==> src/rtl/fan_pwm_pkg.sv <==
// Shared constants for the smart fan PWM generator.
// Default duty width, the tick count of one PWM period, the default
// prescale ratio, and named duty levels used by the controller and benches.
package fan_pwm_pkg;

   localparam int DEFAULT_DUTY_W   = 8;
   localparam int DEFAULT_PRESCALE = 16;
   localparam int PERIOD_TICKS     = 255;

   localparam logic [7:0] DUTY_OFF  = 8'd0;
   localparam logic [7:0] DUTY_HALF = 8'd128;
   localparam logic [7:0] DUTY_FULL = 8'd255;

endpackage

==> src/rtl/fan_pwm_prescaler.sv <==
// Divides the system clock down to the PWM tick rate.
// Emits a one-clock tick every PRESCALE clocks; a synchronous restart puts
// the count back to zero so that a new PWM period always begins on a full
// tick interval.
module fan_pwm_prescaler
   import fan_pwm_pkg::*;
#(
   parameter int PRESCALE = DEFAULT_PRESCALE
) (
   input  logic clk,
   input  logic rst_n,
   input  logic restart,
   output logic tick
);

   localparam int CNT_W = (PRESCALE > 1) ? $clog2(PRESCALE) : 1;
   localparam logic [CNT_W-1:0] LAST = CNT_W'(PRESCALE - 1);

   logic [CNT_W-1:0] count;

   // Free-running divider that wraps after PRESCALE clocks or on restart
   always_ff @(posedge clk or negedge rst_n) begin
      if (!rst_n)
         count <= '0;
      else if (restart || (count == LAST))
         count <= '0;
      else
         count <= count + CNT_W'(1);
   end

   assign tick = (count == LAST);

endmodule

==> src/rtl/fan_pwm_generator.sv <==
// Fixed-frequency PWM generator for the smart fan controller.
// The duty command is latched only at a period boundary, so the output
// never produces runt pulses when the command changes mid-period.
// Optional build macro PWM_SLEW_LIMIT_EN: when defined, the latched duty
// moves by at most one LSB toward the command at each period start.
module fan_pwm_generator
   import fan_pwm_pkg::*;
#(
   parameter int DUTY_W   = DEFAULT_DUTY_W,
   parameter int PRESCALE = DEFAULT_PRESCALE
) (
   input  logic              clk,
   input  logic              rst_n,
   input  logic [DUTY_W-1:0] duty,
   output logic              pwm_out,
   output logic              period_start
);

   localparam logic [DUTY_W-1:0] LAST_TICK = DUTY_W'((2 ** DUTY_W) - 2);

   logic              tick;
   logic              start;
   logic              first;
   logic [DUTY_W-1:0] cnt;
   logic [DUTY_W-1:0] duty_q;
   logic [DUTY_W-1:0] duty_load;
   logic [DUTY_W-1:0] cnt_next;
   logic [DUTY_W-1:0] duty_q_next;

   fan_pwm_prescaler #(
      .PRESCALE (PRESCALE)
   ) u_prescaler (
      .clk     (clk),
      .rst_n   (rst_n),
      .restart (start),
      .tick    (tick)
   );

   // A period begins right after reset release or when the last tick expires
   assign start = first | (tick & (cnt == LAST_TICK));

`ifdef PWM_SLEW_LIMIT_EN
   // Step the latched duty one LSB toward the command to soften speed changes
   always_comb begin
      duty_load = duty_q;
      if (duty > duty_q)
         duty_load = duty_q + DUTY_W'(1);
      else if (duty < duty_q)
         duty_load = duty_q - DUTY_W'(1);
   end
`else
   // Take the command as-is at each period start
   always_comb begin
      duty_load = duty;
   end
`endif

   // Next-state values shared by the state registers and the output compare
   always_comb begin
      cnt_next    = cnt;
      duty_q_next = duty_q;
      if (start) begin
         cnt_next    = '0;
         duty_q_next = duty_load;
      end else if (tick) begin
         cnt_next = cnt + DUTY_W'(1);
      end
   end

   // Period state, latched duty and the registered glitch-free output
   always_ff @(posedge clk or negedge rst_n) begin
      if (!rst_n) begin
         first        <= 1'b1;
         cnt          <= '0;
         duty_q       <= '0;
         pwm_out      <= 1'b0;
         period_start <= 1'b0;
      end else begin
         first        <= 1'b0;
         cnt          <= cnt_next;
         duty_q       <= duty_q_next;
         pwm_out      <= (cnt_next < duty_q_next);
         period_start <= start;
      end
   end

endmodule

==> config.mk <==
export PLATFORM = sky130hd
export DESIGN_NAME = fan_pwm_generator
export DESIGN_NICKNAME = d
export VERILOG_FILES = /design/src/rtl/fan_pwm_pkg.sv /design/src/rtl/fan_pwm_prescaler.sv /design/src/rtl/fan_pwm_generator.sv
export SDC_FILE = /design/constraint.sdc
export NUM_CORES = 1
export LEC_CHECK = 0
export CORE_ASPECT_RATIO = 1.5
export CORE_MARGIN = 3
export CORE_UTILIZATION = 55
export DETAILED_ROUTE_END_ITERATION = 8
export HOLD_SLACK_MARGIN = 0.1
export PLACE_DENSITY = 0.74
export SLEW_MARGIN = 20
export SYNTH_ARGS = -nofsm -noshare
export SYNTH_HDL_FRONTEND = slang
export SYNTH_SLANG_ARGS = --single-unit
==> constraint.sdc <==
create_clock -name clk -period 2.58 [get_ports clk]
set_input_delay 0.258 -clock clk [delete_from_list [all_inputs] [get_ports clk]]
set_output_delay 0.258 -clock clk [all_outputs]
set_load 0.05 [all_outputs]
-- Yosys cells after proc, flatten, opt, wreduce, memory -nomap -nowiden
Cells that the tools add are included.
W data, S select, Z words.
- word-level logic and storage cells: 18
- input port bits: 10
- register bits: 23
- bitwise logic cells: 2
- order comparisons: 1
- eq/ne operators: 2
- reduce and logical (&&, ||, !) cells: 1
- muxes and demuxes: 4
- add/sub/neg operators: 2
- operator list (operator ; number):
    $mux W8 ; 3
    $add A8 B1 Y8 const B ; 1
    $eq A8 B8 Y1 const B ; 1
    $lt A8 B8 Y1 ; 1
    $add A4 B1 Y4 const B ; 1
    $eq A4 B4 Y1 const B ; 1
    $mux W4 ; 1
    $and A1 B1 Y1 ; 1
    $logic_or A1 B1 Y1 ; 1
    $or A1 B1 Y1 ; 1

-- Longest topological paths before layout
- depth after elaboration: 5
- depth in mapped cells: 13

-- Modules after synthesis
Synthesis repeated with hierarchy kept, for this count alone.
- cell total of the unflattened synthesis: 104
- area total of the unflattened synthesis: 1167.4 um2
- by module, submodules not included (module ; cells each ; area an instance (um2) ; times used):
    fan_pwm_generator ; 91 ; 996.0 ; 1
    fan_pwm_prescaler ; 13 ; 171.4 ; 1

-- Least setup slack after synthesis
No wires, ideal clock.
- path type: reg2reg
- start point: register u_prescaler.count[0]
- end point: register pwm_out
- setup time: 0.127 ns
- cell stages (with the launch flop): 12
- path buffers: 2
- required time: 2.453 ns
- arrival: 2.210 ns
- path slack: 0.243 ns
- period minus slack after synthesis: 2.337 ns
- cell sequence: dfrtp_1 > ha_1 > and3_1 > buf_6 > a21oi_4 > buf_8 > mux2i_1 > ha_1 > o21ai_0 > a211o_1 > o221ai_1 > a31oi_1
- longest elaborated chain between the ends: 5
- ends and longest elaborated chain (element ; RTL line ; RTL):
    start, declared ; fan_pwm_prescaler.sv:19 ; logic [CNT_W-1:0] count;
    start signal, assigned ; fan_pwm_prescaler.sv:28 ; count <= count + CNT_W'(1);
    $eq A4 B4 Y1 * ; fan_pwm_prescaler.sv:31 ; assign tick = (count == LAST);
    $and A1 B1 Y1 ; fan_pwm_generator.sv:40 ; assign start = first | (tick & (cnt == LAST_TICK));
    $or A1 B1 Y1 ; fan_pwm_generator.sv:40 ;
    $mux W8 ; fan_pwm_generator.sv:62 ; if (start) begin
    $lt A8 B8 Y1 * ; fan_pwm_generator.sv:82 ; pwm_out <= (cnt_next < duty_q_next);
    end signal, assigned ; fan_pwm_generator.sv:82 ;
    end, declared ; fan_pwm_generator.sv:15 ; output logic pwm_out,
Every way passes the cells marked *; elsewhere a longest branch is shown, timed or not.

-- Final worst setup path
Ends and elaborated chain as after synthesis.

==> PnR_summary.wiki <==
{| class="wikitable"
! Metric !! Value
|-
| Number of buffers inserted during clock tree synthesis || 3
|-
| Portion of total power attributed to sequential cells || 0.599
|-
| Via total after detailed routing || 859
|-
| Buffers and inverters on the worst path || 1
|-
| Grt met2 use || 0.303
|-
| Cell class contributing the biggest share of worst-path delay || compound AO/OA/AOI/OAI gates
|-
| Core Footprint || 0.00210 mm2
|-
| Number of violations of the max-capacitance limit || 0
|-
| Detail-routed net length per standard cell || 14.3 um
|-
| Area Growth Syn to Fin || 15.2%
|-
| Total negative setup slack || 0 ns
|-
| Distinct cells, synth || 33
|-
| Critical path cell sequence || ha_1 -> and3_1 -> a21oi_4 -> buf_4 -> mux2i_1 -> ha_1 -> o21ai_0 -> a211o_1 -> o221ai_1 -> a31oi_1
|-
| Status || completed
|-
| I/O pin count || 12
|-
| Power spent charging and discharging nets || 0.161 mW
|-
| Setup repair after global routing missed its margin || no
|-
| Number of detailed-route iterations in the first pass || 2
|-
| Count of nets left with antenna violations after detail routing || 0
|-
| Global placer's final weighted congestion || 0.770
|-
| Maximum clock skew at final layout || 0.00334 ns
|-
| Worst Setup Start Kind || flip-flop
|-
| Endpoint kind of the worst setup timing path || flip-flop
|-
| H-Tree Level Count || 1
|-
| Post-layout worst setup margin || 0.237 ns
|-
| P per Cell Area || 445 mW/mm2
|-
| Number of nets produced by synthesis || 132
|-
| Ratio of cells with drive above 1 in the final layout || 0.176
|-
| Number of global-route vias before repair || 936
|-
| Total of hold buffers inserted after clock tree synthesis || 0
|-
| Post-synthesis instance area || 0.00127 mm2
|-
| Count of flip-flops with a built-in enable after synthesis || 0
|-
| Fmax || 427 MHz
|-
| Initial cell density of the core || 0.605
|-
| Met3 track demand over resource in global routing || 0.0194
|-
| Count of final max-slew check failures || 0
|-
| Post-route minimum period || 2.34 ns
|-
| Initial antenna violation count || 0
|-
| Setup violation total in the final timing report || 0
|-
| Filler cells || 158
|-
| Slowest stage cell, crit path || sky130_fd_sc_hd__dfrtp_1
|-
| Worst IR drop on VDD || 0.383 mV
|-
| Crit path DAT || 2.56 ns
|-
| Setup Crit Path Kind || flip-flop to flip-flop
|-
| Clock Latency Late Sink || 0.32 ns
|-
| Switching share of total power || 0.247
|-
| Global-route congestion overflow total || 0
|-
| Sequential-to-total area share from yosys stat || 0.453
|-
| Diodes inserted || 0
|-
| Static Leak || 0.674 nW
|-
| Portion of total power attributed to the clock network || 0.258
|-
| Placed Cells incl. Taps || 147
|-
| Total half-perimeter wirelength after legalization and detailed placement || 1700 um
|-
| Worst setup slack before clock tree synthesis || 0.199 ns
|-
| Internal power contribution || 0.492 mW
|-
| Number of buffer cells added on primary ports || 11
|-
| Post-synthesis register bit count || 23
|-
| Overall global routing resource usage || 0.178
|-
| Fraction of met1 tracks used by global routing || 0.211
|-
| Share of total power in combinational logic || 0.143
|-
| First-pass GRT wire length || 3880 um
|-
| Total clock sinks || 23
|-
| Most numerous cell on the critical path || sky130_fd_sc_hd__ha_1
|-
| Clock Tree Root || sky130_fd_sc_hd__clkbuf_4
|-
| Number of design rule violations left after detail routing || 0
|-
| Post-layout nets || 152
|-
| Data required time at the worst endpoint || 2.80 ns
|-
| Largest net degree at the start of global routing || 24
|-
| Slowest Stage Delay on Critical Path || 0.43 ns
|-
| Highest-count cells in the layout ignoring fill and taps || sky130_fd_sc_hd__dfrtp_1, sky130_fd_sc_hd__nor2_1, sky130_fd_sc_hd__clkdlybuf4s50_1, sky130_fd_sc_hd__ha_1, sky130_fd_sc_hd__nand2_1
|-
| Top_reg_cell synth || sky130_fd_sc_hd__dfrtp_1
|-
| Part of the cycle the worst path needs || 0.908
|-
| TritonCTS clock tree || yes
|-
| Largest fanout on the critical path || 4
|-
| Synth Instances || 112
|-
| Global route hottest layer || met2
|-
| CTS max path bufs || 2
|-
| Worst min-delay path category || input pin to asynchronous set/reset pin
|-
| YS warnings || 0
|-
| Post-synth ARST share || 1.00
|-
| Post-DR vias/cell || 5.61
|-
| Total number of placement rows || 20
|-
| Die Outline Area || 0.00294 mm2
|-
| Horiz. Die Dim || 45.3 um
|-
| Clock transition at the registers of the reported paths || 0.12 ns
|-
| Violation count after the first detailed-route iteration || 16
|-
| Final WL || 2190 um
|-
| Die extent in y || 64.9 um
|-
| Non-Filler Instances || 153
|-
| Synthesized area divided by synthesized cell count || 11.4 um2
|-
| Final count of hold timing violations || 0
|-
| Most frequent standard cell in the layout excluding fill and tap cells || sky130_fd_sc_hd__dfrtp_1
|}
through the flow:
step           total power [mW]   util  instance area [um2]  hold slack, ns
6_report                  0.653  0.698                 1470           0.276
2_1_floorplan             0.454      -                 1270         -0.0376
5_1_grt                   0.687  0.698                 1470           0.293
3_3_place_gp              0.489  0.677                 1420           0.469
3_5_place_dp              0.492  0.677                 1420           0.482
4_1_cts                   0.666  0.689                 1450           0.274
synthesized netlist by cell type (2+ instances only):
cell type                 count  area (um2)
sky130_fd_sc_hd__nand2_1      9        33.8
sky130_fd_sc_hd__mux2_2       4        45.0
sky130_fd_sc_hd__nand3_1      2        10.0
sky130_fd_sc_hd__nand4_1      3        18.8
sky130_fd_sc_hd__xnor2_1      4        35.0
sky130_fd_sc_hd__a31oi_1      3        18.8
sky130_fd_sc_hd__nor3_1       4        20.0
sky130_fd_sc_hd__dfrtp_1     22         551
sky130_fd_sc_hd__a21oi_1      4        20.0
sky130_fd_sc_hd__inv_1        2        7.51
sky130_fd_sc_hd__and3_1       2        12.5
sky130_fd_sc_hd__buf_6        2        22.5
sky130_fd_sc_hd__nor2_1      11        41.3
sky130_fd_sc_hd__ha_1        10         125
sky130_fd_sc_hd__mux2_4       4        60.1
sky130_fd_sc_hd__xor2_1       3        26.3
sky130_fd_sc_hd__mux2i_1      7        70.1
routing by layer:
| layer | part of all wire | routed length, um |
|---|---|---|
| met1 | 0.42 | 932 |
| met2 | 0.53 | 1160 |
| met3 | 0.024 | 52 |
| met4 | 0.025 | 54 |
| met5 | 0 | 0 |
sequential cells by signal (all words and copies together), names as in the netlist:
name	cells
cnt	8
duty_q	8
first	1
period_start	1
pwm_out	1
u_prescaler.count	4
layout make-up:
cell class	instances	area (um2)	area share
multi-input cells	83	647	0.441
flip-flops and latches	23	577	0.393
repair buffers	18	175	0.119
well taps	22	27.5	0.0188
clock buffers	4	26.3	0.0179
inverters	3	13.8	0.00939
final timing paths:
kind,startpoint,to,slack [ns],cells past startpoint
setup / recovery,u_prescaler.count[0]$_DFF_PN0_,pwm_out$_DFF_PN0_,0.24,10
hold / removal,rst_n,duty_q[4]$_DFF_PN0_,0.28,2
setup reg to reg,u_prescaler.count[0]$_DFF_PN0_,pwm_out$_DFF_PN0_,0.24,10
hold reg to reg,u_prescaler.count[0]$_DFF_PN0_,u_prescaler.count[0]$_DFF_PN0_,0.50,1
max in group asynchronous,rst_n,first$_DFF_PN1_,2.03,2
min in group clk,u_prescaler.count[0]$_DFF_PN0_,u_prescaler.count[0]$_DFF_PN0_,0.50,1
cell families (layout without fill, tap and decap cells):
kind of cell	Yosys count	count (layout)	synth area share
other	1	1	0.00295
XOR/XNOR	7	7	0.0482
AO/OA/AOI/OAI	14	14	0.0797
multiplexers	15	15	0.138
buffers and inverters	6	25	0.0383
flip-flops	23	23	0.453
adder cells (fa/ha/maj)	10	10	0.0983
AND/OR/NAND/NOR	36	36	0.142
repair_timing:
action | 4_1_cts | 5_1_grt
buffers inserted | 0 | 2
endpoints found under the setup margin | 0 | 1
resized for setup | 0 | 1
power groups by stage:
stage               clock (mW)  sequential [mW]  combinational (mW)
CTS                      0.180            0.391              0.0947
global placement             0            0.397              0.0916
finish                   0.168            0.391              0.0934
detailed placement           0            0.398              0.0942
floorplan                    0            0.399              0.0549
global route             0.188            0.394               0.105
No activity file was read; power rests on OpenSTA's default activity.
